### src/rtl/tod_pkg.sv
// tod_pkg: shared calendar constants and the month-length function.
package tod_pkg;

    localparam int DAY_W = 5;

    localparam logic [3:0] JAN = 4'd1;
    localparam logic [3:0] FEB = 4'd2;
    localparam logic [3:0] MAR = 4'd3;
    localparam logic [3:0] APR = 4'd4;
    localparam logic [3:0] MAY = 4'd5;
    localparam logic [3:0] JUN = 4'd6;
    localparam logic [3:0] JUL = 4'd7;
    localparam logic [3:0] AUG = 4'd8;
    localparam logic [3:0] SEP = 4'd9;
    localparam logic [3:0] OCT = 4'd10;
    localparam logic [3:0] NOV = 4'd11;
    localparam logic [3:0] DEC = 4'd12;

    // An illegal month yields 0 so any day fails the range check on load.
    function automatic logic [DAY_W-1:0] days_in_month(input logic [3:0] m, input logic leap);
        return (m == FEB) ? (leap ? 5'd29 : 5'd28) :
               (m == APR || m == JUN || m == SEP || m == NOV) ? 5'd30 :
               (m >= JAN && m <= DEC) ? 5'd31 : 5'd0;
    endfunction

endpackage

### src/rtl/tod_month_len.sv
// tod_month_len: combinational month length and leap flag for a (month, year) pair.
module tod_month_len
    import tod_pkg::*;
#(
    parameter int YEAR_W = 7
) (
    input  logic [3:0]        month,
    input  logic [YEAR_W-1:0] year,
    output logic [DAY_W-1:0]  month_days,
    output logic              is_leap
);

    assign is_leap    = (year % YEAR_W'(4)) == '0;
    assign month_days = days_in_month(month, is_leap);

endmodule

### src/rtl/tod_calendar_counter.sv
// tod_calendar_counter: day/month/year register set with tick advance, validated loads
// and registered month-end, year-wrap and load-error pulses.
module tod_calendar_counter
    import tod_pkg::*;
#(
    parameter int YEAR_W = 7
) (
    input  logic              clk,
    input  logic              rst,
    input  logic              tick,
    input  logic              load,
    input  logic [DAY_W-1:0]  load_day,
    input  logic [3:0]        load_month,
    input  logic [YEAR_W-1:0] load_year,
    output logic [DAY_W-1:0]  today,
    output logic [3:0]        month,
    output logic [YEAR_W-1:0] year,
    output logic [DAY_W-1:0]  month_days,
    output logic              month_end,
    output logic              year_wrap,
    output logic              load_err
);

    logic [DAY_W-1:0]  day_q, day_d;
    logic [3:0]        month_q, month_d;
    logic [YEAR_W-1:0] year_q, year_d;
    logic              me_q, me_d, yw_q, yw_d, le_q, le_d;
    logic [DAY_W-1:0]  load_days;
    logic              cur_leap, load_leap, load_ok;

    tod_month_len #(.YEAR_W(YEAR_W)) u_cur_len (
        .month(month_q), .year(year_q), .month_days(month_days), .is_leap(cur_leap)
    );

    tod_month_len #(.YEAR_W(YEAR_W)) u_load_len (
        .month(load_month), .year(load_year), .month_days(load_days), .is_leap(load_leap)
    );

    assign load_ok = (load_days != '0) && (load_year <= YEAR_W'(99)) &&
                     (load_day >= 5'd1) && (load_day <= load_days);

    always_comb begin
        day_d   = day_q;
        month_d = month_q;
        year_d  = year_q;
        me_d    = 1'b0;
        yw_d    = 1'b0;
        le_d    = 1'b0;
        if (load) begin
            day_d   = load_ok ? load_day : day_q;
            month_d = load_ok ? load_month : month_q;
            year_d  = load_ok ? load_year : year_q;
            le_d    = !load_ok;
        end else if (tick) begin
            if (day_q < month_days) begin
                day_d = day_q + 5'd1;
            end else begin
                day_d   = 5'd1;
                me_d    = 1'b1;
                month_d = (month_q < DEC) ? month_q + 4'd1 : JAN;
                if (month_q >= DEC) begin
                    yw_d   = (year_q == YEAR_W'(99));
                    year_d = yw_d ? '0 : year_q + YEAR_W'(1);
                end
            end
        end
    end

    always_ff @(posedge clk) begin
        if (rst) begin
            day_q   <= 5'd1;
            month_q <= JAN;
            year_q  <= '0;
            me_q    <= 1'b0;
            yw_q    <= 1'b0;
            le_q    <= 1'b0;
        end else begin
            day_q   <= day_d;
            month_q <= month_d;
            year_q  <= year_d;
            me_q    <= me_d;
            yw_q    <= yw_d;
            le_q    <= le_d;
        end
    end

    assign today     = day_q;
    assign month     = month_q;
    assign year      = year_q;
    assign month_end = me_q;
    assign year_wrap = yw_q;
    assign load_err  = le_q;

endmodule

### config.mk
export PLATFORM = sky130hd
export DESIGN_NAME = tod_calendar_counter
export DESIGN_NICKNAME = d
export VERILOG_FILES = /design/src/rtl/tod_pkg.sv /design/src/rtl/tod_month_len.sv /design/src/rtl/tod_calendar_counter.sv
export SDC_FILE = /design/constraint.sdc
export NUM_CORES = 1
export LEC_CHECK = 0
export ABC_AREA = 1
export CAP_MARGIN = 20
export CORE_UTILIZATION = 50
export CTS_BUF_LIST = sky130_fd_sc_hd__clkbuf_8
export CTS_CLUSTER_SIZE = 40
export DETAILED_ROUTE_END_ITERATION = 7
export GPL_ROUTABILITY_DRIVEN = 0
export PLACE_DENSITY = 0.88
export SLEW_MARGIN = 25
export SYNTH_ARGS = -nofsm -noshare
export SYNTH_HDL_FRONTEND = slang
export SYNTH_SLANG_ARGS = --single-unit
export TNS_END_PERCENT = 5
### constraint.sdc
create_clock -name clk -period 3.5 [get_ports clk]
set_input_delay 0.7 -clock clk [delete_from_list [all_inputs] [get_ports clk]]
set_output_delay 0.7 -clock clk [all_outputs]
set_load 0.05 [all_outputs]
* Yosys cells after proc, flatten, opt, wreduce, memory -nomap -nowiden *
Cells that the tools add are included.

operators by class
  add/sub/neg operators = 3
  multipliers = 0
  div/mod/pow operators = 0
  order comparisons = 10
  eq/ne operators = 13
  shift-type cells = 0
  muxes and demuxes = 24
  bitwise operators = 3
  reduce and logical (&&, ||, !) cells = 23

operator list
  operator             number
  $mux 5               10
  $mux 7               6
  $mux 4               5
  $eq 4x3->1 const B   4
  $eq 4x4->1 const B   4
  $logic_not 7->1      2
  $eq 4x2->1 const B   2
  $ge 4x1->1 const B   2
  $le 4x4->1 const B   2
  $add 7x1->7 const B  1
  $eq 7x7->1 const B   1
  $le 7x7->1 const B   1
  $logic_or 1x1->1     6
  $add 5x1->5 const B  1
  $ge 5x1->1 const B   1
  $le 5x5->1           1
  $logic_and 1x1->1    5
  $lt 5x5->1           1
  $reduce_bool 5->1    1
  $reduce_or 5->1      1
  $add 4x1->4 const B  1
  $ge 4x4->1 const B   1
  $lt 4x4->1 const B   1
  $reduce_and 4->1     1
  10 further kinds     15

word-level totals
  bits in registers = 19
  latch bits = 0
  bits in writable memories = 0
  bits in read-only memories = 0
  input bits = 20
  output and inout port bits = 24
  word-level logic and storage cells = 82
  memories kept = 0

* Logic depth before layout (Yosys ltp) *
  depth in word-level cells = 12
  mapped depth = 19

* By module *
A second synthesis with hierarchy kept.

second synthesis, totals
  cell total of the unflattened synthesis = 266
  area, all modules = 1716.6 µm²

by module, submodules not included
  module                instances  cells an instance  area an instance (µm²)  sequential area each (µm²)
  tod_calendar_counter  1          220                1486.4                  380.4
  tod_month_len         2          23                 115.1                   0.0

* Worst setup path after synthesis *
Ideal clock, no wire load.

  path type = reg2reg
  start point = reg month_q[0] (netlist: month[0])
  end point = reg year_q[4] (netlist: year[4])
  arrival = 3.160 ns
  data required time = 3.387 ns
  slack = 0.227 ns
  stages on the path, launching flop included = 19
  path buffers = 1
  clock period less this slack = 3.273 ns
  cell sequence = dfxtp_1 -> inv_1 -> ha_1 -> inv_1 -> nor2_1 -> nand2_1 -> nand2_1 -> nand2_1 -> inv_1 -> ha_1 -> a21oi_1 -> nor2_1 -> a211oi_1 -> nand3_4 -> nand3_4 -> buf_6 -> nand2_1 -> nand2_1 -> nor2_1

on the way
  word-level cells in the longest chain between the ends = 9

ends and longest elaborated chain
  item                                                RTL line                    RTL
  from (decl)                                         tod_calendar_counter.sv:25  logic [3:0] month_q, month_d;
  from (signal assigned)                              tod_calendar_counter.sv:79  month_q <= month_d;
  branches (longest 5 deep; another with $ge 4x1->1)  n/a
  $mux 5 *                                            tod_pkg.sv:21               return (m == FEB) ? (leap ? 5'd29 : 5'd28) :
  net month_days[2]                                   tod_calendar_counter.sv:18  output logic [DAY_W-1:0] month_days,
  $lt 5x5->1 *                                        tod_calendar_counter.sv:55  if (day_q < month_days) begin
  $ne 2x2->1 (no line) *                              n/a
  $reduce_and 4->1 (no line) *                        n/a
  to (signal assigned)                                tod_calendar_counter.sv:80  year_q <= year_d;
  to (decl)                                           tod_calendar_counter.sv:26  logic [YEAR_W-1:0] year_q, year_d;

Mark *: on every way through the listed nets, which the timed path passes.
A chain may end at the register's enable or synchronous reset.

* Worst setup path after layout *
  start point = reg month_q[0] (netlist: month[0])
  end point = out month_days[0]

on the way
  word-level cells in the longest chain between the ends = 6

ends and longest elaborated chain
  item                                                RTL line
  branches (longest 5 deep; another with $ge 4x1->1)  n/a
  $mux 5 *                                            tod_pkg.sv:21
  to (decl)                                           tod_calendar_counter.sv:18

Every way passes the cells marked *.

==> summary.md <==
| Metric | Value |
|---|---|
| Status | finished, final reports clean |
| Global route overflow | 0 |
| PortBufs | 43 |
| Die Y | between 50 and 60 um |
| Library cells used by synthesis | 32 |
| FF-to-FF End | year[4] |
| Largest net degree at the start of global routing | 18 |
| Ranking of synthesized cells by area | dfxtp_1 23%, ha_1 13%, nand2_1 13% |
| Placed cell area | 2080 um^2 |
| Post-synth EDFFs | 0 |
| Worst EP arrival | 2.33 ns |
| Ant diodes | 0 |
| Tcrit/Tclk final | 0.866 |
| Most frequent cells in the layout | 56 x nand2_1, 43 x clkdlybuf4s50_1, 37 x inv_1 |
| Cells on worst reg2reg path | 16 |
| Synth-to-Final Area Change | 29.3% |
| Syn Inst Count | ~240 |
| Clock Path Buffers | 2 |
| Setup CP Type | flip-flop to output pin |
| Final ANT Viol Nets | 0 |
| Worst hold endpoint | month[1] |
| CTS resizes | 0 |
| Fillers | ~270 |
| Worst Hold Path Cells | 2 |
| GR peak layer | met2 |
| Number of global-route vias before repair | 1,405 |
| Final Instance Area | 2130 um^2 |
| Most common cell after layout, fill and taps aside | nand2_1 |
| Slowest CP cell | clkdlybuf4s50_1 |
| Row count | 20 |
| Start of the worst register-to-register path | month[0] |
| Starting Density | 0.534 |
| RSZ-0062 raised after global routing | no |
| CTS root buf | clkbuf_8 |
| Endpoints failing setup | 0 |
| DRC errors left | 0 |
| Fraction of layout cells with a size suffix above 1 | 0.0704 |
| Max Cap Violations | 0 |
| Placeable Area | 3080 um^2 |
| Drt wl/cell | 11.9 um |
| CP max stage delay | 0.81 ns |
| Power Total | 721 uW |
| CP Capture Type | output pin |
| Worst-path maximum fanout | 6 |
| WP depth | 8 |
| Post-route insts no fill | 328 |
| Post-synth top area cell | dfxtp_1 |
| Max Freq | around 0.33 GHz |
| CP startpoint kind | flip-flop |
| CTS Buf Count | 3 |
| Synth Net Count | roughly 280 |
| Detailed Routing Iterations Pass 1 | 4 |
| Clock sinks | 19 |
| Hold buffer count at cts | 0 |
| Slew Limit Fails | 0 |
| Clock skew | 0.00582 ns |
| Post-DR vias/cell | around 5.2 |
| Worst path bufs/invs | 3 |
| Syn_area_per_cell | 6.74 um^2 |
| Crit-path leading delay family | buffers and inverters |
| Hold Fails Final Rpt | 0 |
| Gr usage total | 0.235 |
| Yosys reg bits | 19 |
| Worst-Skew Late Latency | approximately 0.26 ns |
| Hold_sp | month[1] |
| GRT met3 Usage | 0.0218 |
| Yosys top cell area share | 0.231 |
| DP HPWL | 3090 um |
| Grt met1 use | 0.319 |
| Detailed-route via count | 1,704 |
| Reg2Reg Setup Slack | 0.66 ns |
| Setup tns final | 0 ns |
| Ys flop type | dfxtp_1 |
| Worst Path Required | 2.80 ns |
| Post CTS Setup Buffer Count | 0 |
| Worst relative slew slack | 0.648 |
| Slew @ Worst Pin | 0.525 ns |
| # nets final | ~320 |
| Peak VDD IR | 0.000160 V |
| HP Class | flip-flop to flip-flop |
| H-Tree Depth | 1 |
| Most used cell along the critical path | nand2_1 |
| Io pins | 44 |
| Static Leakage | 0.00104 uW |
| CTS tree | yes |
| Synth Warn # | 0 |
| Final wirelength | about 4000 um |
| GR Util met2 | 0.392 |
| Die Width | 59.3 um |
| First-pass GRT wire length | 6320 um |
| Sequential area share after synthesis | 0.231 |
| Cell Area, Synth | about 1600 um^2 |
| # placed instances | approximately 320 |
| Pwr dens | 339 nW/um^2 |
| Die area | 3520 um^2 |
| Crit-path cells | inv_1, ha_1, inv_1, nand2_1, nand2_1, nand2_1, o21bai_4, clkdlybuf4s50_1 |
| Tmin final | 3.03 ns |
| Initial antenna violation count | 0 |
| Post-synth ARST share | 0 |
| 1st-iter DRT viols | 86 |
| Reg clk slew, reported paths | roughly 0.080 ns |
-- cells in the mapped netlist, types with 2 or more instances --
cell type and n:
buf_6 2, nand3_1 8, a21boi_0 2, xnor2_1 5
nand3_4 2, o211ai_1 2, ha_1 17, nor2_2 2
nor3_1 5, o21ai_0 18, o22ai_1 3, nand2_2 5
a21oi_1 7, inv_1 37, buf_4 2, clkbuf_1 2
nand2_1 56, a211oi_1 2, nand4_1 4, nor2_1 28
dfxtp_1 19, nand3_2 2, xor2_1 5
-- worst max path at each step --
stage                  start            end  slack [ns]
5_1_grt             month[0]  month_days[0]        0.34
3_5_place_dp   load_month[0]        year[4]        0.35
3_3_place_gp   load_month[0]        year[3]        0.45
4_1_cts             month[0]  month_days[0]        0.47
6_report            month[0]  month_days[0]        0.47
2_1_floorplan       month[0]        year[4]        0.23
-- state kept, by name, summed over array words and instances, names as in the netlist --
register	flops
year	7
month_end	1
today	5
year_wrap	1
load_err	1
month	4
-- power by group --
part | total, uW | switching, uW | internal, uW
clock network | 159 | 80.0 | 79.2
registers | 259 | 25.4 | 233
logic | 303 | 190 | 113
-- tightest hold or removal path, stage by stage (launching register included) --
cell and delay [ns]:
dfxtp_1 0.37, nor2_1 0.12, nor2_1 0.05
-- metrics by stage --
step	util	hold slack (ns)	worst slack, ns
2_1_floorplan	-	0.749	0.227
3_5_place_dp	0.676	0.559	0.353
5_1_grt	0.691	0.628	0.337
3_3_place_gp	0.676	0.553	0.449
6_report	0.691	0.568	0.470
4_1_cts	0.691	0.568	0.469
-- area by class of cell --
cell class	instances	area (um^2)	share of cell area
clock inverters	1	5.00	0.00235
clock buffers	3	41.3	0.0194
multi-input cells	180	1070	0.504
repair buffers	43	430	0.202
flip-flops and latches	19	380	0.179
inverters	38	143	0.0671
well taps	44	55.1	0.0259
-- per-layer routing --
| metal | share of wire | vias to the layer above |
|---|---|---|
| li1 | - | 858 |
| met1 | 0.46 | 775 |
| met2 | 0.47 | 63 |
| met3 | 0.045 | 8 |
| met4 | 0.017 | 0 |
| met5 | 0 | - |
-- cell families after synthesis --
family          share of synthesized area
compound gates                      0.145
xor+xnor                           0.0533
buf+inv                             0.117
flops                               0.231
simple gates                        0.323
fa+ha+maj                           0.129
Note: power is estimated with default switching activity, not from simulation.
